===== config.mk =====
export PLATFORM = sky130hd
export DESIGN_NAME = washer_tank_level
export DESIGN_NICKNAME = d
export VERILOG_FILES = /design/src/rtl/washer_tank_level.sv
export SDC_FILE = /design/constraint.sdc
export NUM_CORES = 1
export LEC_CHECK = 0
export CORE_MARGIN = 1.5
export CORE_UTILIZATION = 35
export CTS_CLUSTER_DIAMETER = 150
export DETAILED_ROUTE_END_ITERATION = 10
export SKIP_CTS_REPAIR_TIMING = 1
export SLEW_MARGIN = 5
export SYNTH_ARGS = -nofsm -noshare
export SYNTH_HDL_FRONTEND = slang
export SYNTH_SLANG_ARGS = --single-unit

===== constraint.sdc =====
create_clock -name clk -period 1.65 [get_ports clk]
set_input_delay 0.33 -clock clk [delete_from_list [all_inputs] [get_ports clk]]
set_output_delay 0.33 -clock clk [all_outputs]
set_load 0.1 [all_outputs]

===== src/rtl/washer_tank_level.sv =====
// Saturating tank level integrator with valve protocol checks.
// clk, rst     : clock, asynchronous active-high reset
// fill, drain  : inlet / drain valve commands
// level        : registered tank level
// overfill_evt : fill requested while the tank is already full (this edge)
// valve_evt    : both valves requested together (this edge)
module washer_tank_level #(
    parameter int LEVEL_MAX  = 64,
    parameter int FILL_STEP  = 2,
    parameter int DRAIN_STEP = 4,
    localparam int LW        = $clog2(LEVEL_MAX + 1)
) (
    input  logic          clk,
    input  logic          rst,
    input  logic          fill,
    input  logic          drain,
    output logic [LW-1:0] level,
    output logic          overfill_evt,
    output logic          valve_evt
);

    // One spare bit so the sum is compared against LEVEL_MAX before it can wrap.
    localparam logic [LW:0] MAX_X   = (LW + 1)'(LEVEL_MAX);
    localparam logic [LW:0] FILL_X  = (LW + 1)'(FILL_STEP);
    localparam logic [LW:0] DRAIN_X = (LW + 1)'(DRAIN_STEP);

    logic [LW:0]   level_x;
    logic [LW:0]   sum_x;
    logic [LW:0]   diff_x;
    logic [LW-1:0] next_level;

    always_comb begin
        level_x    = {1'b0, level};
        sum_x      = level_x + FILL_X;
        diff_x     = level_x - DRAIN_X;
        next_level = level;
        if (fill && !drain) begin
            next_level = (sum_x > MAX_X) ? LW'(MAX_X) : LW'(sum_x);
        end else if (drain && !fill) begin
            next_level = (level_x < DRAIN_X) ? '0 : LW'(diff_x);
        end
    end

    always_ff @(posedge clk or posedge rst) begin
        if (rst) begin
            level <= '0;
        end else begin
            level <= next_level;
        end
    end

    assign overfill_evt = fill && (level == LW'(LEVEL_MAX));
    assign valve_evt    = fill && drain;

endmodule


==> metrics.md, run 1 <==
| Metric | Value |
|---|---|
| Clk Latency, worst-skew pair | `0.25 ns` |
| H-Tree Depth | `1` |
| HPWL after detailed placement | `1230 um` |
| Nets | `106` |
| Routed vias | `approximately 590` |
| Pre-CTS setup slack | `-0.365 ns` |
| Share of layout cells above drive strength 1 | `55.8%` |
| Mapped Cells | `63` |
| Fill cells | `101` |
| Remaining global-route overflow | `0` |
| Largest area contributor in the netlist | `dfrtp_1` |
| Crit Path Category | `flop to output port` |
| FF-to-FF End | `level[3]` |
| Die area | `0.00172 sq mm` |
| Yosys warns | `0` |
| Clock buffer depth | `2` |
| Violated checks | `negative setup slack` |
| Pwr dens | `2100 mW/mm^2` |
| Core box area | `0.00133 sq mm` |
| Psw | `around 1.1 mW` |
| CTS sink count | `6` |
| Regs by FF count | `level x6` |
| Syn Nets | `between 70 and 80` |
| Seq pwr share | `17.2%` |
| Clk root buf | `clkbuf_4` |
| # IOs | `13` |
| Outcome | `complete, but fails checks` |
| Initial Utilization | `38.9%` |
| Final core utilization | `77.3%` |
| FF-to-FF Start | `level[2]` |
| Die width | `41.5 um` |
| Total GRT Usage | `20.5%` |
| Setup Skew | `0.0123 ns` |
| RSZ-0062 raised after global routing | `true` |
| Required time of the critical path | `1.32 ns` |
| Detailed Route WL | `1570 um` |
| GPL Wtd Cong | `0.858` |
| Mapped Avg Cell Area | `8.24 sq um` |
| Routed len/inst | `14.3 um` |
| Vias in the first global route | `roughly 610` |
| Initial DRC count | `14` |
| Placed cell count | `104` |
| Row count | `13` |
| Final Hold Fails | `0` |
| Async set or reset register ratio after synthesis | `100%` |
| DRC viols | `0` |
| Pint | `roughly 1.0 mW` |
| Switching Share | `around half` |
| Fmax | `537 MHz` |
| Die H | `41.5 um` |
| CP startpoint kind | `flop` |
| Overall power | `2.17 mW` |
| Min Tclk post-route | `1.86 ns` |
| FF+latch count, synth | `6` |
| Seq/Total Area, Yosys | `28.9%` |
| Post-layout instance count excluding filler cells | `110` |
| Post-synth top area share | `between 20 and 30%` |
| Diode count | `0` |
| CP Max Fanout | `4` |
| First-pass GRT wire length | `~2700 um` |
| Via-per-instance ratio | `5.39` |
| Area delta synth->final | `98.6%` |
| DRT Pass-1 Iters | `4` |
| Synth area leaders | `dfrtp_1 29%, ha_1 12%, inv_1 6.5%` |
| Largest net degree at the start of global routing | `10` |
| Worst setup EP type | `output port` |
| Max reg flops | `6` |
| VDD IR max | `0.00156 V` |
| Hold Crit Class | `input pin to async pin` |
| Number of max-cap violations | `0` |
| CTS tree | `done` |
| Top_reg_cell synth | `dfrtp_1` |
| Final Setup Violations | `4` |
| CTS Buf Count | `3` |
| Antenna Nets Post-Route | `0` |
| IO Port Bufs | `11` |
| Crit path arrival time | `1.53 ns` |
| FF-to-FF setup slack | `-0.09 ns` |
| Clock Power Share | `under 10%` |
| Most flop-heavy register | `level` |
| Unique cell type count in the Yosys netlist | `30` |
| Leakage power | `0.452 nW` |
| Combinational power share | `about three quarters` |
| Fin crit share | `113%` |
| Final setup margin | `-0.211 ns` |
| Clock-pin slew on the worst setup and hold paths | `0.05 ns` |
| Max Slew Vio Count | `0` |
| Initial antenna violation count | `0` |
| Post-synth EDFFs | `0` |
| Worst reg2reg path depth | `7` |
| Synth Cell Area | `roughly 520 sq um` |
-- power groups by stage --
stage / registers (mW) / clock network (mW) / logic (mW)
after global routing: 0.379 / 0.155 / 1.74
after global placement: 0.362 / 0 / 1.48
after detailed placement: 0.367 / 0 / 1.49
after floorplan: 0.809 / 0 / 0.446
after CTS: 0.365 / 0.143 / 1.50
final: 0.372 / 0.140 / 1.65
-- synth_stat cells (2+ instances only) --
master	count
inv_1	9
dfrtp_1	6
ha_1	5
nand2_1	4
nor2_1	4
o21ai_0	4
a21oi_1	3
nand3_1	3
a32oi_1	2
mux2i_1	2
nor3_1	2
-- kinds of logic after synthesis --
logic type                 count (synthesis)  share of synthesized area [%]
and+or+nand+nor                           18                           18.3
AOI/OAI and AO/OA                         17                           22.7
buffers and inverters                     12                           9.64
DFF                                        6                           28.9
adders and majority gates                  5                           12.0
muxes                                      3                           6.02
other                                      1                          0.722
xor gates and xnor gates                   1                           1.69
-- worst max-delay path, cell delays in order (launching register included) --
cell,delay (ns)
dfrtp_4,0.47
buf_6,0.14
inv_4,0.06
ha_4,0.16
nand2_4,0.06
nor3_4,0.19
buf_12,0.20
-- per-layer routing --
layer  share of wire (%)  GRT usage [%]  up-vias
li1                    -              -      288
met1                  41           23.0      283
met2                  53           34.7       18
met3                 4.1           6.09        4
met4                 1.4           10.3        0
met5                   0              0        -
-- cell usage in the layout, fill, tap and decap left out, types with 2 or more instances in the layout --
cell,synthesis,final
inv_4,0,2
a21oi_1,3,3
inv_1,9,7
clkbuf_4,0,3
ha_4,0,2
nor2_4,0,2
buf_4,1,19
o21ai_1,0,2
nand3_1,3,3
nand2_1,4,3
dfrtp_4,0,6
o21ai_0,4,2
nor2_1,4,2
clkdlybuf4s50_1,0,2
buf_12,0,8
buf_6,0,2
ha_1,5,2
-- cell type report --
| cell class | count | area (sq um) | share of cell area [%] |
|---|---|---|---|
| multi-input cells | 45 | 420 | 40.8 |
| repair buffers | 32 | 358 | 34.7 |
| well taps | 15 | 18.8 | 1.82 |
| inverters | 9 | 38.8 | 3.76 |
| clock buffers | 3 | 22.5 | 2.18 |
| flip-flops and latches | 6 | 173 | 16.7 |
-- how the worst max path moves through the flow --
stage / to / depth (start not counted) / slack, ns / from
after floorplan: overfill_evt / 4 / -0.37 / level[3]
after CTS: overfill_evt / 6 / -0.22 / level[3]
after global placement: level[6] / 7 / -0.32 / drain
final: overfill_evt / 6 / -0.21 / level[2]
after global routing: overfill_evt / 6 / -0.27 / level[2]
after detailed placement: level[6] / 7 / -0.36 / drain
-- stage by stage --
step           instance area (sq um)  hold WS (ns)  setup TNS [ns]
5_1_grt                         1030         0.335          -0.649
6_report                        1030         0.306          -0.362
3_5_place_dp                     908         0.589           -1.52
2_1_floorplan                    581         0.121          -0.725
4_1_cts                          931         0.321          -0.329
3_3_place_gp                     908         0.569           -1.28
(Power assumes the default switching activity.)
==> inputs of run 2 (changes only) <==
--- a/config.mk
+++ b/config.mk
@@ -9,6 +9,8 @@
 export CORE_UTILIZATION = 35
 export CTS_CLUSTER_DIAMETER = 150
 export DETAILED_ROUTE_END_ITERATION = 10
+export GPL_TIMING_DRIVEN = 1
+export RECOVER_POWER = 50
 export SKIP_CTS_REPAIR_TIMING = 1
 export SLEW_MARGIN = 5
 export SYNTH_ARGS = -nofsm -noshare
==> metrics.md, run 2 (synthesis gave the netlist of run 1 again) <==
| Metric | Value |
|---|---|
| Setup tns final | `-0.362 ns (about the same)` |
| CP startpoint kind | `flop (unchanged)` |
| Total GRT Usage | `20.5% (unchanged)` |
| Clock-pin slew on the worst setup and hold paths | `0.05 ns (about the same)` |
| CTS tree | `done (unchanged)` |
| FF-to-FF Start | `level[2] (unchanged)` |
| Routed len/inst | `14.3 um (about the same)` |
| Leakage power | `0.454 nW (was 0.452 nW)` |
| FF-to-FF setup slack | `-0.09 ns (about the same)` |
| Worst reg2reg path depth | `7 (unchanged)` |
| # IOs | `13 (unchanged)` |
| Clock buffer depth | `2 (unchanged)` |
| Crit path arrival time | `1.53 ns (about the same)` |
| Clk root buf | `clkbuf_4 (unchanged)` |
| Share of layout cells above drive strength 1 | `54.7% (was 55.8%)` |
| CTS Buf Count | `3 (unchanged)` |
| Antenna Nets Post-Route | `0 (unchanged)` |
| Final setup margin | `-0.211 ns (unchanged)` |
| Routed vias | `593 (unchanged)` |
| VDD IR max | `0.00155 V (was 0.00156 V)` |
| HPWL after detailed placement | `1230 um (unchanged)` |
| DRC viols | `0 (unchanged)` |
| Max Slew Vio Count | `0 (unchanged)` |
| Pwr dens | `2100 mW/mm^2 (about the same)` |
| Violated checks | `negative setup slack (unchanged)` |
| Die width | `41.5 um (unchanged)` |
| Hold Crit Class | `input pin to async pin (unchanged)` |
| Nets | `106 (unchanged)` |
| Vias in the first global route | `614 (unchanged)` |
| CTS sink count | `6 (unchanged)` |
| Outcome | `complete, but fails checks (unchanged)` |
| Number of max-cap violations | `0 (unchanged)` |
| Pre-CTS setup slack | `-0.365 ns (unchanged)` |
| DRT Pass-1 Iters | `4 (unchanged)` |
| Initial Utilization | `38.9% (unchanged)` |
| GR Util met3 | `6.09% (unchanged)` |
| Worst setup EP type | `output port (unchanged)` |
| Final Hold Fails | `0 (unchanged)` |
| Commonest cells after routing, fill and taps aside | `19 x buf_4, 8 x buf_12, 7 x inv_1, 5 x dfrtp_4 (was 19 x buf_4, 8 x buf_12, 7 x inv_1, 6 x dfrtp_4)` |
| Most flop-heavy register | `level (unchanged)` |
| CP Max Fanout | `4 (unchanged)` |
| Die area | `0.00172 sq mm (unchanged)` |
| Core box area | `0.00133 sq mm (unchanged)` |
| Fin crit share | `113% (unchanged)` |
| Setup Skew | `0.0123 ns (about the same)` |
| Min Tclk post-route | `1.86 ns (unchanged)` |
| Overall power | `2.16 mW (was 2.17 mW)` |
| H-Tree Depth | `1 (unchanged)` |
| Regs by FF count | `level x6 (unchanged)` |
| GPL Wtd Cong | `0.858 (unchanged)` |
| Remaining global-route overflow | `0 (unchanged)` |
| Required time of the critical path | `1.32 ns (about the same)` |
| Fill cells | `103 (was 101)` |
| Final Setup Violations | `4 (unchanged)` |
| Commonest non-fill, non-tap cell in the layout | `buf_4 (unchanged)` |
| Met2 Use GR | `34.7% (unchanged)` |
| Clk Latency, worst-skew pair | `0.25 ns (about the same)` |
| Row count | `13 (unchanged)` |
| IO Port Bufs | `11 (unchanged)` |
| First-pass GRT wire length | `2720 um (unchanged)` |
| Initial antenna violation count | `0 (unchanged)` |
| Max reg flops | `6 (unchanged)` |
| Largest net degree at the start of global routing | `10 (unchanged)` |
| Initial DRC count | `14 (unchanged)` |
| RSZ-0062 raised after global routing | `true (unchanged)` |
| Met1 Use GR | `23.0% (unchanged)` |
| Most used routing layer | `met2 (unchanged)` |
| Diode count | `0 (unchanged)` |
| Die H | `41.5 um (unchanged)` |
| Fmax | `537 MHz (unchanged)` |
| Via-per-instance ratio | `5.39 (unchanged)` |
| Crit Path Category | `flop to output port (unchanged)` |
| Detailed Route WL | `1570 um (about the same)` |
| Area delta synth->final | `97.8% (was 98.6%)` |
| FF-to-FF End | `level[3] (unchanged)` |
run 2: layer usage:
| metal | wire length, um | up-vias |
|---|---|---|
| met5 | 0 | - |
| met4 | 22 | 0 |
| met3 | 64 | 4 |
| met2 | 835 | 18 |
| met1 | 647 | 283 |
| li1 | - | 288 |
run 2: layout make-up:
type,count,area (sq um),share of cell area [%]
Inverter,9,38.8,3.78
Tap cell,15,18.8,1.83
Timing Repair Buffer,32,358,34.8
Sequential cell,6,169,16.4
Multi-Input combinational cell,45,420,40.9
Clock buffer,3,22.5,2.19
run 2: stage by stage:
step,std cells,hold slack [ns],area (sq um),util [%]
global placement,104,0.569,908,68.1
finish,110,0.442,1030,77.0
CTS,107,0.321,931,69.8
detailed placement,104,0.589,908,68.1
global route,110,0.469,1030,77.0
floorplan,63,0.121,581,-
run 2: critical path: stages (launching register included):
cell     delay, ns
dfrtp_4       0.47
buf_6         0.14
inv_4         0.06
ha_4          0.16
nand2_4       0.06
nor3_4        0.19
buf_12        0.20
run 2: worst max path at each step:
stage              from      endpoint  slack [ns]  cells after the start
4_1_cts        level[3]  overfill_evt       -0.22                      6
3_3_place_gp      drain      level[6]       -0.32                      7
2_1_floorplan  level[3]  overfill_evt       -0.37                      4
5_1_grt        level[2]  overfill_evt       -0.27                      6
3_5_place_dp      drain      level[6]       -0.36                      7
6_report       level[2]  overfill_evt       -0.21                      6
run 2: power by group:
part / switching (mW) / total, mW / internal [mW]
Sequential: 0.123 / 0.365 / 0.242
Clock: 0.0577 / 0.140 / 0.0826
Combinational: 0.936 / 1.65 / 0.717
